## config.mk

```make
export PLATFORM = sky130hd
export DESIGN_NAME = uart_tx_path
export DESIGN_NICKNAME = d
export VERILOG_FILES = /design/src/rtl/uart_tx_path.sv
export SDC_FILE = /design/constraint.sdc
export NUM_CORES = 1
export LEC_CHECK = 0
export ABC_AREA = 1
export CAP_MARGIN = 20
export CELL_PAD_IN_SITES_DETAIL_PLACEMENT = 1
export CELL_PAD_IN_SITES_GLOBAL_PLACEMENT = 2
export CORE_UTILIZATION = 38
export CTS_CLUSTER_DIAMETER = 120
export DETAILED_ROUTE_END_ITERATION = 12
export GPL_TIMING_DRIVEN = 0
export HOLD_SLACK_MARGIN = 0.1
export PLACE_DENSITY = 0.89
export SETUP_SLACK_MARGIN = 0.1
export SLEW_MARGIN = 20
export SYNTH_ARGS = -nofsm -noshare
export SYNTH_HDL_FRONTEND = slang
export SYNTH_SLANG_ARGS = --single-unit
```

## constraint.sdc

```tcl
create_clock -name clk -period 2.95 [get_ports clk]
set_input_delay 0.885 -clock clk [delete_from_list [all_inputs] [get_ports clk]]
set_output_delay 0.885 -clock clk [all_outputs]
set_load 0.02 [all_outputs]
```

## src/rtl/uart_tx_path.sv

```systemverilog
// UART transmit path: small write-side FIFO feeding an 8N1-style serializer
// timed by a 16x oversample tick derived from the system clock.

module uart_tx_fifo #(
  parameter int DW = 8,
  parameter int AW = 2
) (
  input  logic          clk,
  input  logic          rst_n,
  input  logic          wr,
  input  logic [DW-1:0] wdata,
  input  logic          rd,
  output logic [DW-1:0] rdata,
  output logic          full,
  output logic          empty,
  output logic          overflow
);
  localparam int DEPTH = 2**AW;

  logic [DW-1:0] mem [DEPTH];
  logic [AW-1:0] wptr, rptr;
  logic [AW:0]   count;
  logic          push, pop;

  assign push  = wr && !full;
  assign pop   = rd && !empty;
  assign full  = (count == (AW+1)'(DEPTH));
  assign empty = (count == '0);
  assign rdata = mem[rptr];

  always_ff @(posedge clk)
    if (push) mem[wptr] <= wdata;

  // Pointers wrap naturally since the depth is a power of two.
  always_ff @(posedge clk or negedge rst_n) begin
    if (!rst_n) begin
      wptr     <= '0;
      rptr     <= '0;
      count    <= '0;
      overflow <= 1'b0;
    end else begin
      if (push) wptr <= wptr + 1'b1;
      if (pop)  rptr <= rptr + 1'b1;
      case ({push, pop})
        2'b10:   count <= count + 1'b1;
        2'b01:   count <= count - 1'b1;
        default: count <= count;
      endcase
      if (wr && full) overflow <= 1'b1;
    end
  end
endmodule

module uart_tx_path #(
  parameter int CLK_MHZ   = 5,
  parameter int BAUD_RATE = 1200,
  parameter int DBIT      = 8,
  parameter int SB_TICK   = 16,
  parameter int FIFO_AW   = 2
) (
  input  logic            clk,
  input  logic            uart_reset,
  input  logic            writeFlag,
  input  logic [DBIT-1:0] dataToSend,
  output logic            fifo_full,
  output logic            fifo_empty,
  output logic            tx,
  output logic            tx_busy,
  output logic            uart_tx_done,
  output logic            overflow
);
  localparam int DIV  = (CLK_MHZ*1000000)/(BAUD_RATE*16);
  localparam int CW   = (DIV > 1) ? $clog2(DIV) : 1;
  localparam int SMAX = (SB_TICK > 16) ? SB_TICK : 16;
  localparam int SW   = $clog2(SMAX);
  localparam int NW   = (DBIT > 1) ? $clog2(DBIT) : 1;

  typedef enum logic [1:0] {IDLE, START, DATA, STOP} state_t;

  state_t          state, state_d;
  logic [SW-1:0]   s, s_d;
  logic [NW-1:0]   n, n_d;
  logic [DBIT-1:0] shift, shift_d;
  logic [DBIT-1:0] head;
  logic [CW-1:0]   cnt;
  logic            tick, leave_idle, tx_d;

  assign leave_idle = (state == IDLE) && !fifo_empty;

  uart_tx_fifo #(.DW(DBIT), .AW(FIFO_AW)) u_fifo (
    .clk      (clk),
    .rst_n    (uart_reset),
    .wr       (writeFlag),
    .wdata    (dataToSend),
    .rd       (leave_idle),
    .rdata    (head),
    .full     (fifo_full),
    .empty    (fifo_empty),
    .overflow (overflow)
  );

  // Divider restarts when a frame begins so frame length is exact.
  assign tick = (cnt == CW'(DIV-1));

  always_ff @(posedge clk or negedge uart_reset) begin
    if (!uart_reset)             cnt <= '0;
    else if (leave_idle || tick) cnt <= '0;
    else                         cnt <= cnt + 1'b1;
  end

  always_ff @(posedge clk or negedge uart_reset) begin
    if (!uart_reset) begin
      state <= IDLE;
      s     <= '0;
      n     <= '0;
      shift <= '0;
      tx    <= 1'b1;
    end else begin
      state <= state_d;
      s     <= s_d;
      n     <= n_d;
      shift <= shift_d;
      tx    <= tx_d;
    end
  end

  always_comb begin
    state_d = state;
    s_d     = s;
    n_d     = n;
    shift_d = shift;
    case (state)
      IDLE: if (!fifo_empty) begin
        shift_d = head;
        s_d     = '0;
        state_d = START;
      end
      START: if (tick) begin
        if (s == SW'(15)) begin
          s_d     = '0;
          n_d     = '0;
          state_d = DATA;
        end else s_d = s + 1'b1;
      end
      DATA: if (tick) begin
        if (s == SW'(15)) begin
          s_d     = '0;
          shift_d = shift >> 1;
          if (n == NW'(DBIT-1)) state_d = STOP;
          else                  n_d = n + 1'b1;
        end else s_d = s + 1'b1;
      end
      STOP: if (tick) begin
        if (s == SW'(SB_TICK-1)) begin
          s_d     = '0;
          state_d = IDLE;
        end else s_d = s + 1'b1;
      end
      default: state_d = IDLE;
    endcase
  end

  // tx is registered from next-state values so it tracks the state entered.
  always_comb begin
    tx_d = 1'b1;
    case (state_d)
      START:   tx_d = 1'b0;
      DATA:    tx_d = shift_d[0];
      default: tx_d = 1'b1;
    endcase
    tx_busy      = (state != IDLE);
    uart_tx_done = (state == STOP) && tick && (s == SW'(SB_TICK-1));
  end
endmodule

```

Yosys cells after proc, flatten, opt, wreduce, memory -nomap -nowiden
Memories as Yosys holds them, arrays and structs flattened.
Index checks and enable logic that the tools add are counted.
{"block": "word_totals", "reg_bits": 35, "latch_bits": 0, "ram_bits": 32, "rom_bits": 0, "wordCells": 84, "memories": 1}
{"memory": "u_fifo.mem", "depth": 4, "width": 8, "read_ports": 1, "rd_clocked_by_memory_dff": 0, "wr": 1, "line_no": "20", "text": "logic [DW-1:0] mem [DEPTH];"}
{"block": "classes", "n_addsub": 7, "multipliers": 0, "div": 0, "magnitude_cmp": 0, "n_eq_ne": 18, "shifts": 0, "mux": 28, "bitwise_logic": 0, "reduce_logical": 19}
{"cell": "$mux 8", "count": 3}
{"cell": "$mux 2", "count": 8}
{"cell": "$pmux 8 s2", "count": 1}
{"cell": "$mux 3", "count": 5}
{"cell": "$mux 4", "count": 3}
{"cell": "$ne 2x2->1 const B", "count": 6}
{"cell": "$pmux 3 s2", "count": 2}
{"cell": "$add 9x1->9 const B", "count": 1}
{"cell": "$eq 9x9->1 const B", "count": 1}
{"cell": "$mux 9", "count": 1}
{"cell": "$eq 2x2->1 const B", "count": 4}
{"cell": "$pmux 2 s4", "count": 1}
{"cell": "$pmux 4 s2", "count": 1}
{"cell": "$reduce_bool 2->1", "count": 4}
{"cell": "$add 3x1->3 const B", "count": 2}
{"cell": "$eq 2x1->1 const B", "count": 3}
{"cell": "$eq 3x3->1 const B", "count": 2}
{"cell": "$logic_and 1x1->1", "count": 6}
{"cell": "$reduce_and 6->1", "count": 1}
{"cell": "$add 2x1->2 const B", "count": 2}
{"cell": "$add 4x1->4 const B", "count": 1}
{"cell": "$eq 4x4->1 const B", "count": 1}
{"cell": "$reduce_and 4->1", "count": 1}
{"cell": "$logic_not 3->1", "count": 1}
{"cell": "other kinds (9)", "count": 11}

Logic depth before layout (Yosys ltp)
Gate-level depths: netlist of the first run.
{"block": "logic_depth", "word_depth": 7, "depth_mapped": 11, "mapped_depth_nobuf": 11}

By module
From an unflattened synthesis of the first run, not the netlist that was laid out.
{"block": "hier_totals", "cells_unflattened": 339, "hier_area_um2": 3345.7}
{"module": "uart_tx_fifo", "instances": 1, "cells_per_inst": 158, "area_per_inst_um2": 1788.0, "seq_area_each_um2": 1161.1}
{"module": "uart_tx_path", "instances": 1, "cells_per_inst": 181, "area_per_inst_um2": 1557.7, "seq_area_each_um2": 676.9}

Worst setup path before layout of the first run
Ideal clock, no wire load.
{"block": "synth_timing", "path_kind": "input to register", "startpoint": "input port writeFlag", "endpoint": "register u_fifo.count[2]", "setup_ps": 131, "t_arrival_ps": 2018, "required_ps": 2819, "path_slack_ps": 801, "stages": 7, "n_path_buf": 0, "cell_sequence": "nand2_1 -> ha_1 -> inv_1 -> fa_1 -> a21oi_1 -> o21ai_0 -> xor2_1"}
{"block": "synth_between", "elab_chain_cells": 3, "elab_cells_between_ends": 5}
{"item": "start: declaration", "line_no": "63", "text": "input logic writeFlag,"}
{"item": "$logic_and 1x1->1 (*)", "line_no": "25", "text": "assign push = wr && !full;"}
{"item": "$eq 2x1->1 or $eq 2x2->1 (tied branches)", "line_no": "44", "text": "case ({push, pop})"}
{"item": "$pmux 3 s2 or $reduce_bool 2->1 (tied branches)"}
{"item": "end signal: assignment", "line_no": "45", "text": "2'b10: count <= count + 1'b1;"}
{"item": "end signal: assignment", "line_no": "46", "text": "2'b01: count <= count - 1'b1;"}
{"item": "end signal: assignment", "line_no": "47", "text": "default: count <= count;"}
{"item": "end: declaration", "line_no": "22", "text": "logic [AW:0] count;"}
Every way passes the cells marked *; elsewhere a longest branch is shown, timed or not.
A chain may end at the register's enable or synchronous reset.

Final worst setup path of the first run
{"block": "layout_timing", "startpoint": "register u_fifo.count[1]", "endpoint": "output port fifo_empty"}
{"block": "layout_between", "elab_chain_cells": 1}
{"item": "$logic_not 3->1", "line_no": "28", "text": "assign empty = (count == '0);"}
{"item": "end: declaration", "line_no": "66", "text": "output logic fifo_empty,"}
Every way passes these cells.

==> results of run 1 <==
placed cells by master (no fill, tap or decap), types with 2 or more instances in the layout:
cell             instances
clkbuf_8                 9
edfxtp_1                32
o21ai_0                 20
nor3_1                   2
nand4_1                  3
ha_2                     2
nor2_4                   4
buf_2                    5
o22ai_1                  7
nor2_1                  38
ha_1                     7
clkinv_4                 2
nand3_1                 20
inv_6                    2
clkdlybuf4s50_1         14
xor2_1                   5
nand2_2                  4
o21ai_1                  3
nor2_2                   2
a21oi_1                 11
nand2_1                 68
inv_1                   28
inv_2                    7
dfrtp_1                 34
area by class of cell:
class,instances,area [um2],share of cell area [%]
tap,102,128,3.53
multi-input combinational,207,1110,30.7
inverter,37,140,3.88
timing repair buffer,17,170,4.71
clock buffer,10,128,3.53
buffer,5,27.5,0.762
sequential,67,1840,50.8
clock inverter,6,72.6,2.01
cells in the mapped netlist:
master and n:
nand4_1 3, inv_1 28, o22ai_1 7, nand2_4 1, nand3_1 20, o21ai_0 20
nor2_4 4, nand2_1 68, a31oi_1 1, buf_4 1, inv_2 7, nand3_2 1
nand2_2 4, dfstp_2 1, o21a_1 1, edfxtp_1 32, nor2_1 38, a31o_2 1
buf_2 4, xor2_1 5, nor3_1 2, nor2_2 2, ha_1 9, nor2_8 1
xnor2_1 1, o31ai_1 1, fa_1 1, nand3_4 1, o21ai_1 3, dfrtp_1 34
clkinv_2 1, clkinv_1 1, a22o_1 1, a21oi_1 11
timing repair:
| item | in CTS | in global routing |
|---|---|---|
| endpoints found under the setup margin | 1 | 1 |
| hold buffers | 0 | 0 |
| resized for setup | 3 | 2 |
| setup buffers | 0 | 0 |
logic make-up (layout without fill, tap and decap cells):
| logic type | Yosys count | in the layout |
|---|---|---|
| and+or+nand+nor | 145 | 145 |
| buffers and inverters | 42 | 75 |
| AOI/OAI and AO/OA | 46 | 46 |
| DFF | 67 | 67 |
| adders and majority gates | 10 | 10 |
| xor gates and xnor gates | 6 | 6 |
where the power goes:
group | total (mW) | switching [mW] | leakage, nW | internal, mW
clock network | 0.791 | 0.391 | 0.0975 | 0.399
registers | 1.16 | 0.0484 | 0.723 | 1.11
logic | 0.326 | 0.213 | 0.728 | 0.113
total | 2.28 | 0.653 | 1.55 | 1.63
how the worst min path moves through the flow:
stage / from / end / slack, ps
3_3_place_gp: cnt[0]$_DFF_PN0_ / cnt[0]$_DFF_PN0_ / 450
4_1_cts: uart_reset / state[1]$_DFF_PN0_ / 390
3_5_place_dp: shift[5]$_DFFE_PN0P_ / shift[5]$_DFFE_PN0P_ / 470
5_1_grt: uart_reset / s[1]$_DFFE_PN0P_ / 390
6_report: uart_reset / state[0]$_DFF_PN0_ / 380
2_1_floorplan: cnt[0]$_DFF_PN0_ / cnt[0]$_DFF_PN0_ / 430
worst max-delay path, delay by kind of cell, from the launching register on:
family        cells  cell delay, ps
buf+inv           2             720
flops             1             400
simple gates      2             320
flip-flops by register name, summed over array words and instances (netlist names), 2 cells and up:
signal	count
u_fifo.mem	32
n	3
u_fifo.wptr	2
s	4
state	2
cnt	9
u_fifo.count	3
u_fifo.rptr	2
shift	8
routing by layer:
| metal | up-vias | global-route usage (%) | part of all wire [%] |
|---|---|---|---|
| met5 | - | 0 | 0 |
| met4 | 0 | 7.42 | 1.9 |
| met3 | 11 | 4.19 | 2.6 |
| met2 | 25 | 28.6 | 49 |
| met1 | 1028 | 21.9 | 46 |
| li1 | 1100 | - | - |
per-stage QoR:
stage	cell area [um2]	power (mW)	cells
CTS	3620	2.31	451
floorplan	3110	1.38	316
finish	3610	2.28	451
global route	3610	2.40	451
detailed placement	3410	1.52	435
global placement	3400	1.49	434
==> reports/summary.txt, run 1 <==
Status - finished, final reports clean
Final WS setup - 266 ps
Max Slew Vio Count - 0
Skew-Pair Late Insertion Delay - 360 ps
R2R depth - 11
Seq/Total Area, Yosys - 59.1%
Mapped Nets - 337
CTS tree - yes
Post-synth top area share - 30.9%
1st-pass router iterations - 4
Post-route ant nets - 0
Vias in the first global route - 2,265
Synth area leaders - edfxtp_1 31%, dfrtp_1 27%, nand2_1 8.2%, nor2_1 4.6%, ha_1 3.6%
WL per Instance - 14.4 um
Global-route wire length before repair - 11,100 um
Detailed Route WL - 6490 um
Die Ht - 92.5 um
Fin Clk Skew - 11.4 ps
#FFs+latches synth - 67
Worst ir drop on vdd - 0.000322 V
Synth Area in Compound Gates - 8.12%
Worst Path Max Fanout - 3
Initial antenna violation count - 0
Root Driver - clkbuf_8
Worst Setup EP - fifo_empty
Core Area - 7810 um2
Place WS - 127 ps
Grt ovf - 0
DRC errors left - 0
Largest area contributor in the netlist - edfxtp_1
Period minus WS final - 2680 ps
Synth warn - 0
Max-cap violations - 0
Worst Hold Class - in2async
CP endpoint kind - output pin
Reg-to-reg setup timing slack - 580 ps
Area delta synth->final - 16.2%
CTS buffer count - 9
Critical Path RT - 2070 ps
Layout cell share with drive strength beyond 1 - 14.0%
N_diodes - 0
Largest net degree at the start of global routing - 27
Main combinational cell family by area after synthesis - simple AND/OR/NAND/NOR gates
Final Util - 46.3%
Mapped cell area - 3110 um2
Rows - 32
Netlist cell types - 34
Worst R2R End - u_fifo.count[2]$_DFFE_PN0P_
Crit path launch - u_fifo.count[1]$_DFFE_PN0P_
Least-Margin Pin Slew - 863 ps
Cell Pwr Density - 631 nW/um2
Initial Util - 39.9%
Ports - 17
Worst Setup Path Type - reg2out
Fill count - 908
Crit start category - flip-flop
Instance count of the mapped netlist - 316
Worst-path clk slew - 80 ps
# H-tree levels - 3
Clock Tree Buf Depth - 2
Synth Area in XOR/XNOR - 1.69%
Final number of setup-violating endpoints - 0
Mux share of post-synthesis cell area - 0%
Max stage delay on crit path - 610 ps
RSZ-0062 raised after global routing - false
Total GRT Usage - 17.4%
Fin Hold WS - 381 ps
# clock sinks - 67
Iter 0 DRT Violations - 98
Die area - 8550 um2
Leakage Power - 1.55 nW
Worst-path cell chain - nor2_1 -> nand2_1 -> inv_2 -> clkdlybuf4s50_1
Post-Synth Simple-Gate Area - 21.5%
FMAX - 373 MHz
Average size of a mapped cell - 9.85 um2
Relative max-transition margin - 42.3%
Worst flop-to-flop path startpoint - state[0]$_DFF_PN0_
CP arrival - 1800 ps
Die Width - 92.5 um
Crit share post-route - 91.0%
CP max-delay cell - clkdlybuf4s50_1
Gp weighted congestion - 0.753
Final Hold Vio Count - 0
Input/output buffers - 16
Post-synthesis adder-cell area fraction - 4.26%
Detail Placement HPWL - 4680 um
Vias - 2,164
Final nets - 365
Final setup TNS - 0 ps
Drt via density - 4.80
(Power assumes the default switching activity.)
==> inputs of run 2 (changes only) <==
- CORE_MARGIN: not set -> 3
==> reports/summary.txt, run 2 (same netlist as run 1, synthesis figures left out) <==
Status - finished, final reports clean
Clock Tree Buf Depth - 2 (unchanged)
Worst-path clk slew - 80 ps (about the same)
Most frequent cells in the layout - 68 x nand2_1, 38 x nor2_1, 34 x dfrtp_1
Top reg by flops - u_fifo.mem
Core Area - 7850 um2 (+0.51%)
Final Util - 46.0% (-0.33 points)
Multi-input logic area - 1110 um2 (unchanged)
Crit start category - flip-flop
Critical Path RT - 2070 ps (about the same)
Postcts setup bufs - 0 (unchanged)
Vias - 2,181 (+0.79%)
Fin Hold WS - 378 ps (-2.55 ps)
Commonest non-fill, non-tap cell in the layout - nand2_1
Max-cap violations - 0 (unchanged)
Initial Util - 39.7% (-0.20 points)
Final setup TNS - 0 ps (unchanged)
Worst ir drop on vdd - 0.000340 V (+5.5%)
DRC errors left - 0 (unchanged)
Worst Path Max Fanout - 3 (unchanged)
Layout cell share with drive strength beyond 1 - 14.0% (unchanged)
Die Width - 96.5 um (+4.3%)
Cell Pwr Density - 623 nW/um2 (-1.3%)
CP endpoint kind - output pin
Post-route ant nets - 0 (unchanged)
Gp weighted congestion - 0.715 (-5.0%)
FMAX - 371 MHz (-0.31%)
CTS tree - yes
Final WS setup - 258 ps (-8.27 ps)
CP arrival - 1810 ps (about the same)
Final nets - 365 (unchanged)
Relative max-transition margin - 45.7% (+3.4 points)
CTS buffer count - 9 (unchanged)
1st-pass router iterations - 4 (unchanged)
Grt ovf - 0 (unchanged)
Fin Clk Skew - 7.84 ps (-3.60 ps)
Input/output buffers - 16 (unchanged)
# H-tree levels - 3 (unchanged)
Largest net degree at the start of global routing - 29 (+7.4%)
Tot Pwr - 2.25 mW (-1.5%)
Detail Placement HPWL - 4480 um (-4.2%)
Rows - 32 (unchanged)
Root Driver - clkbuf_8
Hold buffer count at CTS - 0 (unchanged)
Worst Setup Path Type - reg2out
Die area - 9310 um2 (+8.8%)
WL per Instance - 14.4 um (about the same)
Final Hold Vio Count - 0 (unchanged)
Worst Hold Class - in2async
Area occupied by registers - 1840 um2 (unchanged)
Place WS - 198 ps (+70.7 ps)
Fill count - 908 (unchanged)
Area delta synth->final - 15.9%
Detailed Route WL - 6490 um (about the same)
Max Slew Vio Count - 0 (unchanged)
Flip-flop count of the largest register after layout - 32 (unchanged)
Drt via density - 4.84 (+0.79%)
Leakage Power - 1.55 nW (about the same)
# clock sinks - 67 (unchanged)
Final number of setup-violating endpoints - 0 (unchanged)
Largest regs - u_fifo.mem (32), cnt (9), shift (8)
Global-route wire length before repair - 11,000 um (-1.4%)
Ports - 17 (unchanged)
Crit share post-route - 91.3% (+0.28 points)
Period minus WS final - 2690 ps (+8.27 ps)
Least-Margin Pin Slew - 812 ps (-51.4 ps)
Total GRT Usage - 16.0% (-1.5 points)
Vias in the first global route - 2,277 (+0.53%)
Iter 0 DRT Violations - 120 (+22%)
RSZ-0062 raised after global routing - false
Skew-Pair Late Insertion Delay - 350 ps (about the same)
N_diodes - 0 (unchanged)
Die Ht - 96.5 um (+4.3%)
Initial antenna violation count - 0 (unchanged)
## run 2: changes by cell type in the layout (fill, tap and decap cells not counted)
cell / change
clkbuf_1: -1
clkinv_1: +1
clkinv_2: +2
inv_6: -2
## run 2: repair_timing
item,CTS,global route
pin swaps,0,0
resized for setup,4,1
setup endpoints to repair,1,1
## run 2: worst paths after layout
| path | cells past startpoint | slack [ps] | from | end |
|---|---|---|---|---|
| min in group clk | 1 | 470 | cnt[0]$_DFF_PN0_ | cnt[0]$_DFF_PN0_ |
| hold reg to reg | 1 | 470 | cnt[0]$_DFF_PN0_ | cnt[0]$_DFF_PN0_ |
| setup / recovery | 4 | 260 | u_fifo.count[0]$_DFFE_PN0P_ | fifo_empty |
| hold / removal | 1 | 380 | uart_reset | s[0]$_DFFE_PN0P_ |
| setup reg to reg | 11 | 610 | state[0]$_DFF_PN0_ | u_fifo.count[2]$_DFFE_PN0P_ |
| max in group asynchronous | 2 | 2150 | uart_reset | n[1]$_DFFE_PN0P_ |
## run 2: layer usage
layer / track usage [%] / routed length, um
met1: 20.2 / 2940
met2: 25.7 / 3290
met3: 3.80 / 146
met5: 0 / 0
met4: 7.71 / 112
## run 2: cell type report
type                    count  share of cell area [%]
flip-flops and latches     67                    51.0
multi-input cells         207                    30.8
clock inverters             7                    1.91
inverters                  37                    3.88
clock buffers               9                    3.43
repair buffers             17                    4.72
well taps                 102                    3.54
plain buffers               5                   0.763
## run 2: power by group
group / internal [mW] / switching [mW] / leakage (nW)
Clock: 0.387 / 0.363 / 0.0966
Combinational: 0.116 / 0.219 / 0.728
Sequential: 1.11 / 0.0474 / 0.723
Total: 1.62 / 0.629 / 1.55
## run 2: metrics by stage
stage,cells,cell area [um2]
2_1_floorplan,316,3110
3_3_place_gp,434,3400
3_5_place_dp,435,3410
4_1_cts,451,3610
5_1_grt,451,3610
6_report,451,3610
## run 2: worst max-delay path: stages (launching register included)
cell             delay (ps)
dfrtp_1                 420
nor2_1                  180
nand2_1                 150
inv_2                   110
clkdlybuf4s50_1         600
